### src/rtl/idex_pipeline_register.sv
// ID/EX pipeline register: captures decoded control and operands for EX, inserts
// bubbles for load-use stalls and branch redirects, and counts both events.
module idex_pipeline_register #(
    parameter int DATA_WIDTH     = 64,
    parameter int REG_ADDR_WIDTH = 5,
    parameter int CNT_WIDTH      = 32
) (
    input  logic                      Clk,
    input  logic                      Reset_n,
    input  logic                      IFID_Valid,
    input  logic                      Stall_flush,
    input  logic                      Branch_flush,
    input  logic                      IDEX_Hold,
    input  logic                      ID_RegWrite,
    input  logic                      ID_MemRead,
    input  logic                      ID_MemWrite,
    input  logic                      ID_MemToReg,
    input  logic                      ID_ALUSrc,
    input  logic                      ID_Branch,
    input  logic                      ID_UncondBranch,
    input  logic [1:0]                ID_ALUOp,
    input  logic [DATA_WIDTH-1:0]     ID_PC,
    input  logic [DATA_WIDTH-1:0]     ID_ReadData1,
    input  logic [DATA_WIDTH-1:0]     ID_ReadData2,
    input  logic [DATA_WIDTH-1:0]     ID_SignExtImm,
    input  logic [10:0]               ID_Opcode,
    input  logic [REG_ADDR_WIDTH-1:0] ID_rn,
    input  logic [REG_ADDR_WIDTH-1:0] ID_rm,
    input  logic [REG_ADDR_WIDTH-1:0] ID_rd,
    output logic                      IDEX_Valid,
    output logic                      IDEX_RegWrite,
    output logic                      IDEX_MemRead,
    output logic                      IDEX_MemWrite,
    output logic                      IDEX_MemToReg,
    output logic                      IDEX_ALUSrc,
    output logic                      IDEX_Branch,
    output logic                      IDEX_UncondBranch,
    output logic [1:0]                IDEX_ALUOp,
    output logic [DATA_WIDTH-1:0]     IDEX_PC,
    output logic [DATA_WIDTH-1:0]     IDEX_ReadData1,
    output logic [DATA_WIDTH-1:0]     IDEX_ReadData2,
    output logic [DATA_WIDTH-1:0]     IDEX_SignExtImm,
    output logic [10:0]               IDEX_Opcode,
    output logic [REG_ADDR_WIDTH-1:0] IDEX_rn,
    output logic [REG_ADDR_WIDTH-1:0] IDEX_rm,
    output logic [REG_ADDR_WIDTH-1:0] IDEX_rd,
    output logic [CNT_WIDTH-1:0]      Bubble_Count,
    output logic [CNT_WIDTH-1:0]      Flush_Count
);

    localparam logic [REG_ADDR_WIDTH-1:0] XZR     = {REG_ADDR_WIDTH{1'b1}};
    localparam logic [CNT_WIDTH-1:0]      CNT_MAX = {CNT_WIDTH{1'b1}};
    localparam logic [CNT_WIDTH-1:0]      CNT_ONE = CNT_WIDTH'(1);

    // Bubbles carry XZR specifiers so they never match a hazard or forwarding compare.
    always_ff @(posedge Clk) begin
        if (!Reset_n) begin
            IDEX_Valid        <= 1'b0;
            IDEX_RegWrite     <= 1'b0;
            IDEX_MemRead      <= 1'b0;
            IDEX_MemWrite     <= 1'b0;
            IDEX_MemToReg     <= 1'b0;
            IDEX_ALUSrc       <= 1'b0;
            IDEX_Branch       <= 1'b0;
            IDEX_UncondBranch <= 1'b0;
            IDEX_ALUOp        <= 2'b00;
            IDEX_PC           <= '0;
            IDEX_ReadData1    <= '0;
            IDEX_ReadData2    <= '0;
            IDEX_SignExtImm   <= '0;
            IDEX_Opcode       <= '0;
            IDEX_rn           <= XZR;
            IDEX_rm           <= XZR;
            IDEX_rd           <= XZR;
            Bubble_Count      <= '0;
            Flush_Count       <= '0;
        end else if (Branch_flush || (!IDEX_Hold && Stall_flush)) begin
            IDEX_Valid        <= 1'b0;
            IDEX_RegWrite     <= 1'b0;
            IDEX_MemRead      <= 1'b0;
            IDEX_MemWrite     <= 1'b0;
            IDEX_MemToReg     <= 1'b0;
            IDEX_ALUSrc       <= 1'b0;
            IDEX_Branch       <= 1'b0;
            IDEX_UncondBranch <= 1'b0;
            IDEX_ALUOp        <= 2'b00;
            IDEX_rn           <= XZR;
            IDEX_rm           <= XZR;
            IDEX_rd           <= XZR;
            if (Branch_flush) begin
                if (IFID_Valid && Flush_Count != CNT_MAX)
                    Flush_Count <= Flush_Count + CNT_ONE;
            end else begin
                if (IFID_Valid && Bubble_Count != CNT_MAX)
                    Bubble_Count <= Bubble_Count + CNT_ONE;
            end
        end else if (!IDEX_Hold) begin
            // Data fields are captured even for an empty slot; only control is gated.
            IDEX_Valid        <= IFID_Valid;
            IDEX_RegWrite     <= IFID_Valid & ID_RegWrite;
            IDEX_MemRead      <= IFID_Valid & ID_MemRead;
            IDEX_MemWrite     <= IFID_Valid & ID_MemWrite;
            IDEX_MemToReg     <= IFID_Valid & ID_MemToReg;
            IDEX_ALUSrc       <= IFID_Valid & ID_ALUSrc;
            IDEX_Branch       <= IFID_Valid & ID_Branch;
            IDEX_UncondBranch <= IFID_Valid & ID_UncondBranch;
            IDEX_ALUOp        <= IFID_Valid ? ID_ALUOp : 2'b00;
            IDEX_PC           <= ID_PC;
            IDEX_ReadData1    <= ID_ReadData1;
            IDEX_ReadData2    <= ID_ReadData2;
            IDEX_SignExtImm   <= ID_SignExtImm;
            IDEX_Opcode       <= ID_Opcode;
            IDEX_rn           <= IFID_Valid ? ID_rn : XZR;
            IDEX_rm           <= IFID_Valid ? ID_rm : XZR;
            IDEX_rd           <= IFID_Valid ? ID_rd : XZR;
        end
    end

endmodule

### config.mk
export PLATFORM = sky130hd
export DESIGN_NAME = idex_pipeline_register
export DESIGN_NICKNAME = d
export VERILOG_FILES = /design/src/rtl/idex_pipeline_register.sv
export SDC_FILE = /design/constraint.sdc
export NUM_CORES = 1
export LEC_CHECK = 0
export ABC_AREA = 1
export CORE_AREA = 3 3 249 251
export DETAILED_ROUTE_END_ITERATION = 8
export DIE_AREA = 0 0 252 254
export HOLD_SLACK_MARGIN = 0.05
export MAX_ROUTING_LAYER = met4
export SYNTH_ARGS = -nofsm -noshare
export SYNTH_HDL_FRONTEND = slang
export SYNTH_SLANG_ARGS = --single-unit
### constraint.sdc
create_clock -name Clk -period 1.49 [get_ports Clk]
set_input_delay 0.2235 -clock Clk [delete_from_list [all_inputs] [get_ports Clk]]
set_output_delay 0.2235 -clock Clk [all_outputs]
set_load 0.01 [all_outputs]
==> Word level (Yosys, flattened, before mapping) <==
Cells that the tools add are included.
{ "word_totals": {"regBits": 356, "latch_bits": 0, "ramBits": 0, "romBits": 0, "inputBits": 297, "wordCells": 47, "n_memories": 0} }
{ "classes": {"addsub": 2, "multipliers": 0, "div": 0, "n_lt_le_gt_ge": 0, "n_eq_ne": 2, "n_shift": 0, "mux": 4, "bitwise_logic": 11, "n_reduce_logical": 9} }
{ "ops": {"columns": ["operator", "count"], "rows": [
  ["$add A32 B1 Y32 const B", 2],
  ["$ne A32 B32 Y1 const B", 2],
  ["$mux W5", 3],
  ["$and A1 B1 Y1", 7],
  ["$reduce_and A3 Y1", 2],
  ["$not A1 Y1", 4],
  ["$logic_and A1 B1 Y1", 3],
  ["$mux W2", 1],
  ["$reduce_and A2 Y1", 1],
  ["$reduce_or A2 Y1", 1],
  ["$logic_not A1 Y1", 1],
  ["$logic_or A1 B1 Y1", 1]
]} }

==> Longest topological paths before layout <==
Gate-level depths: netlist of run 1.
{ "depth": {"word_depth": 5, "depth_mapped": 10, "ltp_nobuf": 10} }

==> Least setup slack after synthesis of run 1 <==
No wires, ideal clock.
{ "synth_timing": {"kind": "reg-to-reg", "startpoint": "register Flush_Count[1]", "endpoint": "register Flush_Count[28]", "t_arrival_ps": 1521, "required_time_ps": 1377, "path_slack_ps": -144, "path_stages_with_launch": 11, "path_buffers": 2, "cell_sequence": "dfxtp_1 ha_1 nand2_1 nor2_4 nand2_2 nor2_4 a21oi_2 buf_6 buf_6 a21oi_2 nor2_1"} }
{ "synth_between": {"elab_chain_cells": 3, "elab_cells_between_ends": 4} }
{ "synth_rtl": {"columns": ["item", "line", "rtl"], "rows": [
  ["from (decl)", "48", "output logic [CNT_WIDTH-1:0] Flush_Count"],
  ["from (signal assigned)", "92", "Flush_Count <= Flush_Count + CNT_ONE;"],
  ["branches (longest 3 deep; another with $add A32 B1 Y32)", null, null]
]} }
Several ways; the timed one is not identified.
A chain may end at the register's enable or synchronous reset.

==> Worst setup path in the final report of run 1 <==
{ "layout_timing": {"startpoint": "register Flush_Count[1]", "endpoint": "register Flush_Count[24]"} }
The elaborated chain is that of the path after synthesis.

==> implementation parameters, run 1 <==
Parameter                              Value

Status
  Status    finished with violations
  Failing checks    negative setup slack

Power
  Reported leakage power    0.0107 µW
  Final Power    24,000 µW
  Power density of the placed cells    960 mW/mm²
  Max rail drop VDD    0.719 mV

Layout
  Register area    0.00719 mm²
  Area occupied by multi-input gates    0.00611 mm²
  Number of nets in the finished design    3,015
  P&R area growth vs syn    76.1%
  Leading cell types in the layout, fill and taps excluded    347 x sky130_fd_sc_hd__inv_1, 316 x sky130_fd_sc_hd__dfxtp_1, 295 x sky130_fd_sc_hd__clkdlybuf4s50_1, 271 x sky130_fd_sc_hd__a21oi_1, 250 x sky130_fd_sc_hd__dlygate4sd2_1
  Commonest non-fill, non-tap cell in the layout    sky130_fd_sc_hd__inv_1
  Filler Cells Inserted    6,004
  Post-layout instance area    0.0250 mm²
  Proportion of layout cells with a drive suffix above 1    0.217

Timing
  Worst clock skew    16.0 ps
  RSZ-0062 raised after global routing    yes
  Worst path setup slack after routing    -157 ps
  Minimum clock period after layout    1650 ps
  Number of max-slew violations in the final report    0
  Maximum clock frequency    607 MHz
  Endpoints failing hold    0
  Worst Max-Slew Pin Slew    480 ps
  Sum Neg Setup Slack    -5050 ps
  Rel. slew slack    0.680
  Number of setup violations in the final report    56
  Ratio of final minimum period to clock period    1.11

Synthesis
  Mapped Avg Cell Area    7.43 µm²
  Most area-consuming cells after synthesis    sky130_fd_sc_hd__dfxtp_1 50%, sky130_fd_sc_hd__a21oi_1 10%, sky130_fd_sc_hd__inv_1 9.3%, sky130_fd_sc_hd__o21ai_0 8.5%, sky130_fd_sc_hd__nand2_1 5.0%
  Synth Area in XOR/XNOR    0.00123
  EDFF count, synth    0
  Simple-Gate Fraction of Synth Area    0.138
  Most used flip-flop cell after synthesis    sky130_fd_sc_hd__dfxtp_1
  Mux contribution to synthesized area    0
  Number of distinct standard cells referenced by the synthesized netlist    30
  Syn. warnings    0
  Yosys top cell area share    0.502
  Post-Syn Instances    1,913
  Synthesis-stage register bit count    356
  Net count after synthesis    2,212
  Main combinational cell family by area after synthesis    compound AO/OA/AOI/OAI gates
  Fraction of the mapped netlist area in compound gates    0.228
  Part of the Yosys area used for sequential elements    0.502
  Adder-cell area share of the yosys netlist    0.00176
  Combined area of all synthesized cells    0.0142 mm²
  Cell taking the most area after synthesis    sky130_fd_sc_hd__dfxtp_1
  Post-synthesis async set-or-reset flop share    0

Critical path
  Data required, critical path    1940 ps
  Largest fanout of any net on the critical path    3
  Highest cell delay on the worst timing path    360 ps
  Total stage count of the critical path    12
  Cell repeated most along the worst path    sky130_fd_sc_hd__nor2_4
  Worst Setup SP    Flush_Count[1]$_SDFFE_PN0P_
  Chain of cells forming the critical path    ha_4, nand2_4, nor2_4, nand2_4, buf_6, buf_6, nor2_4, inv_2, nor2_4, nand3_2, nand2_1, nor2_1
  Cell family with the largest share of critical-path delay    simple AND/OR/NAND/NOR gates
  Path type of the worst setup path    reg -> reg
  Element type at the critical path start    register
  Length in cells of the worst reg-to-reg path    12
  Launch point of the worst reg-to-reg path    Flush_Count[1]$_SDFFE_PN0P_
  Critical path capture point type    register
  Worst setup path endpoint    Flush_Count[24]$_SDFFE_PN0P_
  Reg2reg setup slack    -160 ps
  Crit path max-delay cell type    sky130_fd_sc_hd__dfxtp_4
  Combined buffer and inverter count along the critical path    3
  R2r endpoint    Flush_Count[24]$_SDFFE_PN0P_
  Worst path arrival time    2100 ps

Clock network
  Clock transition at the register clock pins on the worst setup and hold paths after CTS    60 ps
  Clock tree from TritonCTS    done
  Number of buffers created by CTS    42
  Skew-Pair Late Insertion Delay    550 ps
  Clock Root Buffer    sky130_fd_sc_hd__clkbuf_16
  Maximum root-to-sink buffer count    3
  Clock Sink Count    356
  # H-tree levels    2

Route
  Router iterations before antenna repair    5
  DRC violation total after the first TritonRoute iteration    883
  DR vias    15,600
  Average wire per cell in the routed design    16.6 µm
  Detailed-route vias per instance    4.42
  DR DRC count    0
  Total routed wirelength    58,700 µm
  Number of nets with antenna violations after detailed routing    0

Placement
  Total cell area at the placement stage    0.0230 mm²
  Worst setup slack before clock tree synthesis    -532 ps
  Detailed-placement wirelength estimate    44,300 µm
  Routability congestion estimate    0.921
  Count of input and output buffers    652

Floorplan
  Area of the core    0.0601 mm²
  Die extent in x    252 µm
  Number of top-level pins    653
  Floorplan die area    0.0640 mm²
  Initial core utilization    0.236
  Number of placement rows    90
  Die height    254 µm

GRT
  Antenna violations before repair    4
  Global-route congestion overflow total    0
  Overall track demand over capacity in global routing    0.176
  Global-route wire length before repair    86,100 µm
  Number of global-route vias before repair    15,000
  Largest net degree at the start of global routing    68

Job
  Max-cap viol count    0

Hold path
  Hold crit path type    in -> reg
-- sequential cells by signal (all words and copies together) (netlist names), 2 cells and up --
signal,count
IDEX_PC,64
IDEX_ReadData1,64
IDEX_ReadData2,64
IDEX_SignExtImm,64
Bubble_Count,32
Flush_Count,32
IDEX_Opcode,11
IDEX_rd,5
IDEX_rm,5
IDEX_rn,5
IDEX_ALUOp,2
-- how the worst min path moves through the flow --
stage	cells after the start	to	start
after floorplan	2	IDEX_rd[0]$_SDFFE_PP1N_	ID_rd[0]
after global placement	2	IDEX_ReadData2[44]$_SDFFE_PN0P_	IDEX_ReadData2[44]$_SDFFE_PN0P_
after detailed placement	2	IDEX_ReadData2[45]$_SDFFE_PN0P_	IDEX_ReadData2[45]$_SDFFE_PN0P_
after CTS	3	IDEX_ReadData1[4]$_SDFFE_PN0P_	ID_ReadData1[4]
after global routing	3	IDEX_rd[0]$_SDFFE_PP1N_	ID_rd[0]
final	3	IDEX_ReadData1[4]$_SDFFE_PN0P_	ID_ReadData1[4]
-- metrics by stage --
step / hold slack [ps] / cells / utilization
final: 277 / 3534 / 0.416
after detailed placement: 433 / 3428 / 0.382
after floorplan: 354 / 1913 / -
after CTS: 234 / 3526 / 0.408
after global routing: 258 / 3534 / 0.416
after global placement: 429 / 3428 / 0.382
-- where the power goes --
part	switching [µW]	total [µW]	leakage, µW	internal (µW)
Clock	4160	10300	0.000681	6160
Sequential	283	10300	0.00294	10000
Combinational	1610	3390	0.00709	1790
Total	6050	24000	0.0107	18000
-- worst register-to-register path: cells and delay by family (launching register included) --
family        cells  cell delay (ps)
buf+inv           3              300
fa+ha+maj         1              140
flops             1              360
simple gates      8              730
-- layer usage --
layer	vias up	track usage	routed length, µm
met1	7189	0.212	24400
met4	0	0.0681	2080
met5	-	-	0
met2	568	0.284	28100
met3	121	0.0419	4180
li1	7738	-	-
-- final cells by class --
class,count,area share
antenna,4,0.000400
sequential,356,0.288
timing repair buffer,870,0.320
clock buffer,65,0.0503
multi-input combinational,1091,0.244
tap,782,0.0391
inverter,355,0.0533
clock inverter,11,0.00465
-- logic make-up (layout without fill, tap and decap cells) --
logic type               count (synthesis)  in the layout
AO/OA/AOI/OAI                          620            620
buffers and inverters                  467           1301
AND/OR/NAND/NOR                        466            467
flip-flops                             356            356
adder cells (fa/ha/maj)                  2              2
XOR/XNOR                                 2              2
other                                    0              4
-- Yosys cell counts, types with 3 or more instances --
cell type                  count
sky130_fd_sc_hd__o21bai_1     17
sky130_fd_sc_hd__a21oi_2      10
sky130_fd_sc_hd__inv_2         3
sky130_fd_sc_hd__o21ai_1      36
sky130_fd_sc_hd__inv_1       352
sky130_fd_sc_hd__dfxtp_1     356
sky130_fd_sc_hd__nor2_4        4
sky130_fd_sc_hd__buf_2        36
sky130_fd_sc_hd__buf_6         5
sky130_fd_sc_hd__a22oi_1       9
sky130_fd_sc_hd__nor2_2        8
sky130_fd_sc_hd__clkbuf_1     69
sky130_fd_sc_hd__a21oi_1     291
sky130_fd_sc_hd__nor2_1      163
sky130_fd_sc_hd__nand3_1      76
sky130_fd_sc_hd__nand4_1       6
sky130_fd_sc_hd__o22ai_1      15
sky130_fd_sc_hd__o21ai_0     241
sky130_fd_sc_hd__nand2_2       7
sky130_fd_sc_hd__nor3_1        7
sky130_fd_sc_hd__nand2_1     191
-- what timing repair did --
item,in CTS,in global routing
buffers inserted,15,5
pin swaps,31,54
gates resized for setup,753,144
gates cloned,6,3
setup endpoints to repair,419,93
hold buffers,1,0
hold endpoints to repair,2,0
Note: power is estimated with default switching activity, not from simulation.
==> run 2: changes to the inputs <==
- PLACE_DENSITY: default -> 0.52
- SLEW_MARGIN: default -> 20
==> run 2 against run 1 <==
The run still ends with negative setup slack left; sequential power barely moved; clock skew rose by 6.3 ps; maximum frequency fell by 0.49%; sequential share of layout area rose by 0.11 points; cell count fell by 0.17%; flip-flop and latch count did not move; highest routed layer unchanged.
==> implementation parameters, run 2 (synthesized netlist as in run 1, its figures left out) <==
Parameter                              Value

Clock network
  Clock Sink Count    356
  Count of hold buffers inserted by post-cts repair    0
  Clock transition at the register clock pins on the worst setup and hold paths after CTS    60 ps
  # H-tree levels    2
  Skew-Pair Late Insertion Delay    560 ps
  Number of buffers created by CTS    44
  Maximum root-to-sink buffer count    3
  Clock tree from TritonCTS    done
  Clock Root Buffer    sky130_fd_sc_hd__clkbuf_16

Route
  DRC violation total after the first TritonRoute iteration    757
  Average wire per cell in the routed design    17.2 µm
  Router iterations before antenna repair    5
  DR vias    15,400
  Total routed wirelength    60,600 µm
  Detailed-route vias per instance    4.37
  Number of nets with antenna violations after detailed routing    0
  DR DRC count    0

Critical path
  Crit path max-delay cell type    sky130_fd_sc_hd__dfxtp_2
  Largest fanout of any net on the critical path    7
  Element type at the critical path start    register
  Worst path arrival time    2090 ps
  Critical path capture point type    register
  Chain of cells forming the critical path    ha_4, inv_4, nor2_4, nand2_2, nor2_4, buf_12, a21oi_4, buf_12, buf_16, a21oi_2, nor2_1
  Path type of the worst setup path    reg -> reg
  Data required, critical path    1930 ps
  Highest cell delay on the worst timing path    350 ps

Placement
  Detailed-placement wirelength estimate    46,100 µm
  Count of input and output buffers    652
  Placed insts    3,421
  Routability congestion estimate    0.875

Floorplan
  Die extent in x    252 µm
  Die height    254 µm
  Number of top-level pins    653
  Number of placement rows    90
  Area of the core    0.0601 mm²
  Initial core utilization    0.236
  Floorplan die area    0.0640 mm²

Timing
  RSZ-0062 raised after global routing    yes
  Sum Neg Setup Slack    -5490 ps
  Worst path setup slack after routing    -165 ps
  Maximum clock frequency    604 MHz
  Rel. slew slack    0.654
  Minimum clock period after layout    1650 ps
  Worst clock skew    22.3 ps
  Endpoints failing hold    0
  Ratio of final minimum period to clock period    1.11
  Number of setup violations in the final report    58
  Number of max-slew violations in the final report    0
  Worst Max-Slew Pin Slew    519 ps

GRT
  Global-route track usage on met2    0.308
  Largest net degree at the start of global routing    69
  Global routing usage on met3    0.0433
  Number of global-route vias before repair    15,100
  Busiest layer in global routing    met2
  Met1 track utilization from global routing    0.215
  Antenna violations before repair    1
  Global-route wire length before repair    88,800 µm
  Global-route congestion overflow total    0
  Overall track demand over capacity in global routing    0.183

Layout
  Commonest non-fill, non-tap cell in the layout    sky130_fd_sc_hd__inv_1
  Filler-free cell count of the finished design    3,528
  Leading cell types in the layout, fill and taps excluded    347 x sky130_fd_sc_hd__inv_1, 324 x sky130_fd_sc_hd__dfxtp_1, 295 x sky130_fd_sc_hd__clkdlybuf4s50_1, 271 x sky130_fd_sc_hd__a21oi_1, 243 x sky130_fd_sc_hd__dlygate4sd2_1
  Number of nets in the finished design    3,010
  P&R area growth vs syn    75.0%
  Antenna cells    0
  Proportion of layout cells with a drive suffix above 1    0.205

Status
  Failing checks    negative setup slack
  Status    finished with violations

Power
  Power density of the placed cells    999 mW/mm²
  Max rail drop VDD    0.776 mV
  Reported leakage power    0.0107 µW

Job
  Max-cap viol count    0

Hold path
  Hold crit path type    in -> reg
==> run 2: cell count changes in the layout (fill, tap and decap cells not counted), moves of 8 or more <==
| cell | delta |
|---|---|
| sky130_fd_sc_hd__nand2_1 | +10 |
| sky130_fd_sc_hd__o21ai_0 | +10 |
| sky130_fd_sc_hd__clkdlybuf4s15_1 | +9 |
| sky130_fd_sc_hd__nand2_2 | -9 |
| sky130_fd_sc_hd__buf_4 | -8 |
| sky130_fd_sc_hd__dfxtp_1 | +8 |
| sky130_fd_sc_hd__nor2_4 | -8 |
==> run 2: layout make-up <==
type	instances	area, µm²
clock buffer	61	1310
clock inverter	20	219
fill	6165	35300
inverter	355	1340
multi-input combinational	1092	5920
sequential	356	7180
tap	782	978
timing repair buffer	862	7930
==> run 2: final timing paths <==
check / from / endpoint / slack [ps] / depth (start not counted)
min reg2reg: IDEX_ReadData2[54]$_SDFFE_PN0P_ / IDEX_ReadData2[54]$_SDFFE_PN0P_ / 440 / 2
min: Reset_n / IDEX_ReadData1[60]$_SDFFE_PN0P_ / 130 / 3
max reg2reg: Bubble_Count[0]$_SDFFE_PN0P_ / Bubble_Count[31]$_SDFFE_PN0P_ / -160 / 11
max: Bubble_Count[0]$_SDFFE_PN0P_ / Bubble_Count[31]$_SDFFE_PN0P_ / -160 / 11
==> run 2: power by group <==
group          internal, µW  switching [µW]  leakage [µW]
clock network          6830            4360      0.000768
registers             10000             257       0.00293
logic                  1750            1630       0.00698
==> run 2: critical path, delay by kind of cell (launching register included) <==
family                     cells  cell delay (ps)
AOI/OAI and AO/OA              2              180
adders and majority gates      1              150
buffers and inverters          4              470
DFF                            1              350
and+or+nand+nor                4              380
==> run 2: what timing repair did <==
item                                    in CTS  in global routing
buffers inserted                            18                  5
pin swaps                                   29                 44
endpoints found under the setup margin     419                 85
cloned                                       8                  0
resized for setup                          760                 92
==> run 2: metrics by stage <==
step / worst slack, ps / instance area, µm² / power (µW) / util / hold slack [ps]
3_5_place_dp: -467 / 22900 / 14100 / 0.380 / 433
4_1_cts: -173 / 24600 / 25300 / 0.410 / 115
6_report: -165 / 24900 / 24800 / 0.414 / 132
3_3_place_gp: -435 / 22900 / 14100 / 0.380 / 430
2_1_floorplan: -14.7 / 14200 / 11700 / - / 354
5_1_grt: -240 / 24900 / 25900 / 0.414 / 120
==> run 2: per-layer routing <==
layer  vias up  part of all wire
met5         -                 0
met4         0             0.030
met3       102             0.070
met2       490              0.49
met1      7073              0.41
li1       7744                 -
